[src/rtl/countdown_ctrl_pkg.sv]
// Shared types and BCD helpers for the MM:SS countdown controller.
package countdown_pkg;

  localparam int SEC_MAX_TENS = 5;
  localparam int MIN_MAX      = 99;
  localparam int BCD_WIDTH    = 4;

  typedef enum logic [1:0] {IDLE, RUN, PAUSE, DONE} state_e;

  typedef struct packed {
    logic [BCD_WIDTH-1:0] m10;
    logic [BCD_WIDTH-1:0] m1;
    logic [BCD_WIDTH-1:0] s10;
    logic [BCD_WIDTH-1:0] s1;
  } mmss_t;

  // Seconds wrap 59 -> 00 without touching the minutes.
  function automatic mmss_t inc_sec(input mmss_t v);
    mmss_t r;
    r = v;
    if (v.s1 == 4'd9) begin
      r.s1 = 4'd0;
      if (v.s10 == 4'(SEC_MAX_TENS)) begin
        r.s10 = 4'd0;
      end else begin
        r.s10 = v.s10 + 4'd1;
      end
    end else begin
      r.s1 = v.s1 + 4'd1;
    end
    return r;
  endfunction

  function automatic mmss_t inc_min(input mmss_t v);
    mmss_t r;
    r = v;
    if (v.m1 == 4'd9) begin
      r.m1 = 4'd0;
      if (v.m10 == 4'(MIN_MAX / 10)) begin
        r.m10 = 4'd0;
      end else begin
        r.m10 = v.m10 + 4'd1;
      end
    end else begin
      r.m1 = v.m1 + 4'd1;
    end
    return r;
  endfunction

endpackage

[src/rtl/countdown_ctrl_mmss_counter.sv]
// Four-digit BCD MM:SS register with load and one-second decrement.
import countdown_pkg::*;

module mmss_counter (
  input  logic  clk,
  input  logic  rst,
  input  logic  load,
  input  mmss_t load_val,
  input  logic  dec_en,
  output mmss_t next_value,
  output logic  is_zero
);

  mmss_t value_q;
  mmss_t value_d;
  mmss_t dec_s;

  // Borrow chain: seconds ones -> seconds tens -> minutes ones -> minutes tens.
  always_comb begin
    dec_s = value_q;
    if (value_q.s1 != 4'd0) begin
      dec_s.s1 = value_q.s1 - 4'd1;
    end else begin
      dec_s.s1 = 4'd9;
      if (value_q.s10 != 4'd0) begin
        dec_s.s10 = value_q.s10 - 4'd1;
      end else begin
        dec_s.s10 = 4'(SEC_MAX_TENS);
        if (value_q.m1 != 4'd0) begin
          dec_s.m1 = value_q.m1 - 4'd1;
        end else begin
          dec_s.m1 = 4'd9;
          if (value_q.m10 != 4'd0) begin
            dec_s.m10 = value_q.m10 - 4'd1;
          end else begin
            dec_s.m10 = 4'd9;
          end
        end
      end
    end
  end

  always_comb begin
    if (load) begin
      value_d = load_val;
    end else if (dec_en) begin
      value_d = dec_s;
    end else begin
      value_d = value_q;
    end
  end

  always_ff @(posedge clk) begin
    if (rst) begin
      value_q <= '0;
    end else begin
      value_q <= value_d;
    end
  end

  assign next_value = value_d;
  assign is_zero    = (dec_s == '0);

endmodule

[src/rtl/countdown_ctrl.sv]
// MM:SS countdown sequencer feeding a 4-digit seven-segment display block.
import countdown_pkg::*;

module countdown_ctrl #(
  parameter int DONE_TICKS    = 10,
  parameter bit BLANK_LEADING = 1'b1
) (
  input  logic       clk,
  input  logic       rst,
  input  logic       tick,
  input  logic       btn_start,
  input  logic       btn_clear,
  input  logic       btn_inc_min,
  input  logic       btn_inc_sec,
  output logic [3:0] digit_3,
  output logic [3:0] digit_2,
  output logic [3:0] digit_1,
  output logic [3:0] digit_0,
  output logic       enable_3,
  output logic       enable_2,
  output logic       enable_1,
  output logic       enable_0,
  output logic       running,
  output logic       expired
);

  state_e     state_q, state_d;
  mmss_t      preset_q, preset_d;
  logic       blink_q, blink_d;
  logic [7:0] done_cnt_q, done_cnt_d;
  mmss_t      disp_q, disp_d;
  logic [3:0] en_q, en_d;
  logic       running_q, running_d;
  logic       expired_q, expired_d;
  logic       load_s, dec_s, post_zero_s;
  mmss_t      count_next_s;

  mmss_counter u_count (
    .clk        (clk),
    .rst        (rst),
    .load       (load_s),
    .load_val   (preset_q),
    .dec_en     (dec_s),
    .next_value (count_next_s),
    .is_zero    (post_zero_s)
  );

  always_comb begin
    state_d    = state_q;
    preset_d   = preset_q;
    blink_d    = blink_q;
    done_cnt_d = done_cnt_q;
    load_s     = 1'b0;
    dec_s      = 1'b0;
    if (btn_clear && (state_q != IDLE)) begin
      state_d    = IDLE;
      load_s     = 1'b1;
      blink_d    = 1'b1;
      done_cnt_d = 8'd0;
    end else begin
      case (state_q)
        IDLE: begin
          if (btn_start && (preset_q != '0)) begin
            state_d = RUN;
            load_s  = 1'b1;
          end else begin
            if (btn_inc_min && btn_inc_sec) begin
              preset_d = inc_sec(inc_min(preset_q));
            end else if (btn_inc_min) begin
              preset_d = inc_min(preset_q);
            end else if (btn_inc_sec) begin
              preset_d = inc_sec(preset_q);
            end else begin
              preset_d = preset_q;
            end
          end
        end
        RUN: begin
          // Reaching 00:00 wins over a simultaneous pause so 00:00 never sits in PAUSE/RUN.
          if (tick) begin
            dec_s = 1'b1;
            if (post_zero_s) begin
              state_d    = DONE;
              blink_d    = 1'b1;
              done_cnt_d = 8'd0;
            end else if (btn_start) begin
              state_d = PAUSE;
            end else begin
              state_d = RUN;
            end
          end else if (btn_start) begin
            state_d = PAUSE;
          end else begin
            state_d = RUN;
          end
        end
        PAUSE: begin
          if (btn_start) begin
            state_d = RUN;
          end else begin
            state_d = PAUSE;
          end
        end
        DONE: begin
          if (tick) begin
            if (done_cnt_q == 8'(DONE_TICKS - 1)) begin
              state_d    = IDLE;
              load_s     = 1'b1;
              blink_d    = 1'b1;
              done_cnt_d = 8'd0;
            end else begin
              blink_d    = ~blink_q;
              done_cnt_d = done_cnt_q + 8'd1;
            end
          end else begin
            state_d = DONE;
          end
        end
        default: begin
          state_d = IDLE;
        end
      endcase
    end
  end

  // Outputs are decoded from next-state values so they register on the same edge.
  always_comb begin
    case (state_d)
      IDLE:       disp_d = preset_d;
      RUN, PAUSE: disp_d = count_next_s;
      DONE:       disp_d = '0;
      default:    disp_d = '0;
    endcase
    if (state_d == DONE) begin
      en_d = {4{blink_d}};
    end else if (BLANK_LEADING && (disp_d.m10 == 4'd0)) begin
      en_d = 4'b0111;
    end else begin
      en_d = 4'b1111;
    end
    running_d = (state_d == RUN);
    expired_d = (state_d == DONE);
  end

  always_ff @(posedge clk) begin
    if (rst) begin
      state_q    <= IDLE;
      preset_q   <= '0;
      blink_q    <= 1'b1;
      done_cnt_q <= 8'd0;
      disp_q     <= '0;
      en_q       <= {~BLANK_LEADING, 3'b111};
      running_q  <= 1'b0;
      expired_q  <= 1'b0;
    end else begin
      state_q    <= state_d;
      preset_q   <= preset_d;
      blink_q    <= blink_d;
      done_cnt_q <= done_cnt_d;
      disp_q     <= disp_d;
      en_q       <= en_d;
      running_q  <= running_d;
      expired_q  <= expired_d;
    end
  end

  assign digit_3  = disp_q.m10;
  assign digit_2  = disp_q.m1;
  assign digit_1  = disp_q.s10;
  assign digit_0  = disp_q.s1;
  assign enable_3 = en_q[3];
  assign enable_2 = en_q[2];
  assign enable_1 = en_q[1];
  assign enable_0 = en_q[0];
  assign running  = running_q;
  assign expired  = expired_q;

endmodule

[config.mk]
export PLATFORM = sky130hd
export DESIGN_NAME = countdown_ctrl
export DESIGN_NICKNAME = d
export VERILOG_FILES = /design/src/rtl/countdown_ctrl_pkg.sv /design/src/rtl/countdown_ctrl_mmss_counter.sv /design/src/rtl/countdown_ctrl.sv
export SDC_FILE = /design/constraint.sdc
export NUM_CORES = 1
export LEC_CHECK = 0
export ABC_AREA = 0
export CAP_MARGIN = 20
export CORE_ASPECT_RATIO = 0.5
export CORE_MARGIN = 3
export CORE_UTILIZATION = 23
export CTS_CLUSTER_DIAMETER = 40
export DETAILED_ROUTE_END_ITERATION = 10
export SLEW_MARGIN = 5
export SYNTH_ARGS = -nofsm -noshare
export SYNTH_HDL_FRONTEND = slang
export SYNTH_SLANG_ARGS = --single-unit
[constraint.sdc]
create_clock -name clk -period 4.2 [get_ports clk]
set_input_delay 0.84 -clock clk [delete_from_list [all_inputs] [get_ports clk]]
set_output_delay 0.84 -clock clk [all_outputs]
set_load 0.005 [all_outputs]
==> results.yml <==
clocking:
  path_clk_slew_ns: 0.06
  h-tree-depth: 3
  hold_buffers: 0
  cts_root_buf: "clkbuf_16"
  tritoncts.num_buffers: 9
  cts_max_path_buffers: 2
  cts_tree: "built"
  clock_latency_ns: 0.34
  cts_sinks: 63
synthesis:
  synthCells: 408
  synth_enable_flop_cells: 0
  muxShareOfSynthArea_pct: 3.537
  synth-xor-area-share_pct: 3.751
  ys_seq_elements: 63
  synthFlopType: "dfxtp_1"
  synth_nets: 427
  synth_most_common_cell: "dfxtp_1"
  synth_top_area_share_pct: 36.01
  synthesis.area_sq_um: 3502
  synth_fa_ha_area_share_pct: 4.287
  ys_seq_area_share_pct: 36.01
  yosysTopAreaCell: "dfxtp_1"
  ys_types: 62
  yosys_warnings: 0
  synthSimpleGateAreaFrac_pct: 27.44
  synth_common_cells: "63 x dfxtp_1, 47 x nor2_1, 21 x nand2_1, 19 x clkbuf_1, 18 x inv_1"
  synth_top_family_by_area: "simple AND/OR/NAND/NOR gates"
  synthArstFlopShare_pct: 0
  synth.avg_cell_area_sq_um: 8.584
  synth_area_leaders: "dfxtp_1 36%, nor2_1 5.0%, ha_1 4.3%, a211oi_1 2.8%, mux2i_1 2.6%"
  synth-compound-area-share_pct: 19.72
sta:
  finalClockSkew_ns: 0.007425
  slew_viol_final: 0
  relSlewSlack_pct: 41.81
  setup_viol: 0
  post-route-min-period_ns: 3.864
  setup_slack_ns: 0.3364
  max_clock_freq_ghz: 0.2588
  tns_ns: 0
  hold_viol: 0
  finalCritPeriodShare_pct: 91.99
  tightest_slew_ns: 0.8728
  grt_setup_unrepaired: "no"
floorplanning:
  die_x_microns: 180.5
  dieArea_sq_um: 16830
  ios: 29
  coreArea_sq_um: 14660
  fp-row-count: 31
  initial_core_util_pct: 23.89
  die_y_microns: 93.26
power:
  p_per_area_nw_per_um2: 703.9
  ir_drop_v: 0.0002934
  leakagePower_nw: 1.646
  power_mw: 3.025
routing:
  drtIter0Drc: 199
  route.detailed.drc: 0
  vias_per_cell: 4.849
  dr.max_layer_used: "met4"
  wl_met2_microns: 4017
  wl_met1_microns: 4484
  vias: 3060
  routedWlPerCell_microns: 14.54
  wl_met3_microns: 584
  antenna_left: 0
  routed_wl_microns: 9173
  drt_pass1_iterations: 4
hold_path:
  hold_class: "reg2reg"
  whs_path_depth: 1
setup_path:
  cp-end-kind: "flop"
  rr_endpoint: "en_q[3]"
  endpoint: "en_q[3]"
  path_max_fanout: 8
  crit_required_ns: 4.42
  arrival_ns: 4.08
  r2r-start: "u_count.value_q[0]"
  reg2reg_depth: 16
  crit_path_start_kind: "flop"
  regToRegSetupSlack_ns: 0.34
  critPathKind: "reg2reg"
  critical_path.startpoint: "u_count.value_q[0]"
placed_design:
  hpwlAfterDp_microns: 6889
  numPortBuffers: 28
  preCtsSetupSlack_ns: 0.2426
  finalWeightedCongestion: 0.8284
global_routing:
  grt_usage_pct: 11.24
  grt_pass1_wl_microns: 14880
  antenna_found_initial: 0
  gr-total-overflow: 0
  grt_pass1_vias: 2845
  grt_max_degree: 47
cells_and_area:
  diodes: 0
  final_net_count: 448
  drive_above_1_share_pct: 10.62
  synthToLayoutAreaGrowth_pct: 22.72
job:
  drv_cap: 0
run_status:
  run_status: "completed"
layer usage:
layer  vias to the layer above  track usage, %
met5                         -               0
met4                         0           3.765
met3                         7           3.652
met2                        82           17.07
met1                      1446           15.08
li1                       1525               -
worst max-delay path: stages (launching register included):
cell and delay [ns]:
dfxtp_1 0.33, inv_1 0.12, ha_1 0.21, or3b_1 0.49
or3_1 0.37, buf_4 0.17, o2111ai_1 0.17, nand4bb_1 0.15
a311oi_1 0.11, o21ai_0 0.33, ha_2 0.34, inv_1 0.12
nand2_1 0.17, a2bb2oi_1 0.18, o221ai_1 0.16, a211oi_1 0.21
a31oi_1 0.11
placed cells by master, fill, tap and decap left out, types with 3 or more instances in the layout:
cell type	netlist	routed
xnor2_1	9	9
and3_1	5	5
a311oi_1	3	3
a21o_1	7	7
a211oi_1	13	13
xor2_1	6	6
nand2_1	21	21
mux2_2	3	3
or2_2	6	6
and4_1	3	3
nor3b_2	6	6
mux2i_1	9	9
inv_1	18	18
clkbuf_16	0	9
nor4_1	5	5
nand3_1	13	13
buf_4	2	8
or4_1	5	5
nor2b_1	13	13
or3_1	5	5
dfxtp_1	63	63
nor3_1	9	9
o21ai_0	14	14
clkdlybuf4s50_1	0	28
a221oi_1	3	3
ha_1	12	11
nand4_1	4	4
a21oi_1	11	11
a31oi_1	6	6
nor2_1	47	47
nand2b_1	12	12
nor3b_1	4	4
a22o_1	10	10
worst min path at each step:
stage,from,end,slack (ns)
2_1_floorplan,done_cnt_q[7],done_cnt_q[7],0.46
3_3_place_gp,done_cnt_q[7],done_cnt_q[7],0.48
3_5_place_dp,done_cnt_q[7],done_cnt_q[7],0.49
4_1_cts,done_cnt_q[7],done_cnt_q[7],0.50
5_1_grt,done_cnt_q[7],done_cnt_q[7],0.53
6_report,done_cnt_q[7],done_cnt_q[7],0.50
layout make-up:
class / instances / area [sq um]
clock buffers: 12 / 246.5
multi-input cells: 301 / 2067
well taps: 198 / 247.7
fillers: 1588 / 10360
inverters: 18 / 67.56
flip-flops and latches: 63 / 1261
repair buffers: 36 / 340.3
clock inverters: 3 / 67.56
what timing repair did:
item / CTS / global route
setup endpoints to repair: 0 / 3
resized for setup: 0 / 2
buffers inserted: 0 / 0
cells by family (layout without fill, tap and decap cells):
kind of cell,count (synthesis),count (layout)
XOR/XNOR,15,15
AO/OA/AOI/OAI,92,92
multiplexers,12,12
AND/OR/NAND/NOR,170,170
buffers and inverters,44,69
flip-flops,63,63
adder cells (fa/ha/maj),12,12
state kept, by name, summed over array words and instances (netlist names):
register,cells
blink_q,1
running,1
digit_1,4
en_q,2
done_cnt_q,8
digit_3,4
digit_2,4
expired,1
u_count.value_q,16
digit_0,4
state_q,2
preset_q,16
report_power, final:
| part | switching (mW) | total, mW | internal, mW |
|---|---|---|---|
| clock network | 0.263 | 0.795 | 0.532 |
| registers | 0.106 | 0.820 | 0.714 |
| logic | 0.829 | 1.41 | 0.580 |
| total | 1.20 | 3.03 | 1.83 |
metrics by stage:
stage	cell area [sq um]	hold WS, ns	util, %	std cells
global route	4298	0.5303	29.31	631
CTS	4288	0.5026	29.25	631
finish	4298	0.4970	29.31	631
detailed placement	3974	0.4917	27.10	616
floorplan	3502	0.4616	-	408
global placement	3974	0.4796	27.10	616
No activity file was read; power rests on OpenSTA's default activity.
==> variant: new RTL, same flow settings <==
Put a register stage on the output `enable_0`, cleared by the reset. The value now appears one clock later. The other outputs are not delayed to match.
--- a/src/rtl/countdown_ctrl.sv
+++ b/src/rtl/countdown_ctrl.sv
@@ -173,3 +173,9 @@
   assign enable_1 = en_q[1];
-  assign enable_0 = en_q[0];
+  always_ff @(posedge clk) begin
+    if (rst) begin
+      enable_0 <= '0;
+    end else begin
+      enable_0 <= en_q[0];
+    end
+  end
   assign running  = running_q;
Function: changed (Yosys sat finds a counterexample within 4 cycles, from zero or initial values and one cycle with rst high).
==> variant against the original RTL <==
- sequential cell count is 1 higher
- die area is 4.0% lower
- synthesized area is 4.2% lower
- routed wire length is 4.7% lower
- total power is 2.3% lower
- design area is 3.0% lower
- setup slack worse by 0.052 ns
- fmax is 1.3% lower
- critical path type unchanged
- critical endpoint unchanged
==> variant: results (changes against the original RTL) <==
* Crit-path max FO at 6 (was 8)
* GRT met3 Usage at 0.0393 (was 0.0365)
* Dpl cell area at 3840 um2 (was 3970 um2)
* Met3 WL post-DR at 365 um (was 584 um)
* Vias in the first global route at 2,793 (was 2,845)
* Fill count at 1,463 (was 1,588)
* Int Pwr at 0.00180 W (was 0.00183 W)
* Peak supply drop at 379 uV (was 293 uV)
* Most instantiated cells after synthesis: 64 x dfxtp_1, 50 x nor2_1, 23 x nand2_1 (was 63 x dfxtp_1, 47 x nor2_1, 21 x nand2_1)
* DRT Pass-1 Iters at 5 (was 4)
* Synth Area in Adders at 0.0447 (was 0.0429)
* Clock Latency Late Sink at 0.33 ns
* Total number of vias at 2,967 (was 3,060)
* Crit path arrival time at 4.13 ns (was 4.08 ns)
* Ratio of cells with drive above 1 in the final layout at 0.114 (was 0.106)
* Largest net degree at the start of global routing at 29 (was 47)
* GRT met1 Usage at 0.141 (was 0.151)
* Worst min path class: reg2reg (unchanged)
* Final net count at 436 (was 448)
* Status: completed (unchanged)
* Met2 GRT Util at 0.172 (was 0.171)
* Syn Nets at 410 (was 427)
* DRT met1 WL at 4250 um (was 4480 um)
* First-pass GRT wire length at 14,200 um (was 14,900 um)
* Synth Area in XOR/XNOR at 0.0339 (was 0.0375)
* Critical Path End Type: flip-flop (unchanged)
* R2R setup slack at 0.28 ns (was 0.34 ns)
* Clk slew on worst S/H paths at 0.05 ns
* Worst-margin pin slew at 1.00 ns (was 0.873 ns)
* Cells after synthesis at 391 (was 408)
* GRT Total Usage at 0.111 (was 0.112)
* Power density cells at 709 nW/um2 (was 704 nW/um2)
* Reg2Reg Depth at 15 (was 16)
* WL met2 at 3970 um (was 4020 um)
* DRT Wirelength at 8740 um (was 9170 um)
* Layout Cells excl Fill at 613 (was 631)
* RR Startpoint: u_count.value_q[1]$_SDFF_PP0_ (was u_count.value_q[0]$_SDFF_PP0_)
* Placed cells at 598 (was 616)
* Main area contributors after synthesis: dfxtp_1 38%, nor2_1 5.6%, ha_1 4.5%, nor2b_1 2.6%, nand2_1 2.6% (was dfxtp_1 36%, nor2_1 5.0%, ha_1 4.3%, a211oi_1 2.8%, mux2i_1 2.6%)
* P_seq at 0.000838 W (was 0.000820 W)
* Mux share of post-synthesis cell area at 0.0317 (was 0.0354)
* Compound-Gate Fraction of Synth Area at 0.201 (was 0.197)
* Combinational group share of total power at 0.452 (was 0.466)
* Sequential cell area fraction in the yosys report at 0.382 (was 0.360)
* Dpl hpwl at 6200 um (was 6890 um)
* Max Fclk at 255 MHz (was 259 MHz)
* 1st-iter DRT viols at 160 (was 199)
* Initial antenna violation count at 0 (unchanged)
* Gpl congestion at 0.843 (was 0.828)
* Place WS at 0.104 ns (was 0.243 ns)
* P_leak at 1.49 nW (was 1.65 nW)
* Fin Clk Skew at 0.00708 ns (was 0.00743 ns)
## variant: cell count changes after synthesis, moves of 4 or more
cell / delta
o211ai_1: +6
a31oi_1: -4
a22o_1: -6
or2_2: -5
nor3b_2: -6
o31ai_1: +5
nand2b_1: -4
mux2i_1: -4
a21o_1: -5
o2bb2ai_1: +6
## variant: worst min-delay path by stage
stage	start	end	slack, ns	cells after the start
floorplan	done_cnt_q[7]$_SDFFE_PP0P_	done_cnt_q[7]$_SDFFE_PP0P_	0.44	1
global placement	done_cnt_q[7]$_SDFFE_PP0P_	done_cnt_q[7]$_SDFFE_PP0P_	0.48	1
detailed placement	en_q[2]$_SDFF_PP1_	enable_0$_SDFF_PP0_	0.48	1
CTS	en_q[2]$_SDFF_PP1_	enable_0$_SDFF_PP0_	0.49	1
global route	done_cnt_q[7]$_SDFFE_PP0P_	done_cnt_q[7]$_SDFFE_PP0P_	0.50	1
finish	en_q[2]$_SDFF_PP1_	enable_0$_SDFF_PP0_	0.48	1
## variant: final cells by class
class	count	area (um2)	share of cell area
clock buffers	9	225	0.0540
repair buffers	36	340	0.0816
multi-input cells	289	1930	0.464
well taps	192	240	0.0576
inverters	17	63.8	0.0153
flip-flops and latches	64	1280	0.307
clock inverters	6	85.1	0.0204
## variant: critical path, cell delays in order (launching register included)
cell and delay [ns]:
dfxtp_1 0.33, inv_1 0.11, ha_2 0.21, or4b_4 0.52, nor3_4 0.21, mux2_2 0.34, and4bb_2 0.36, o21ai_0 0.09
o2111a_1 0.17, or3_1 0.39, ha_2 0.28, nor2b_2 0.17, nand2_1 0.11, o211ai_2 0.11, a2111oi_2 0.29, a31oi_1 0.12
## variant: what timing repair did
| action | CTS | global route |
|---|---|---|
| endpoints found under the hold margin | 0 | 0 |
| setup endpoints to repair | 0 | 11 |
| gates resized for setup | 0 | 8 |
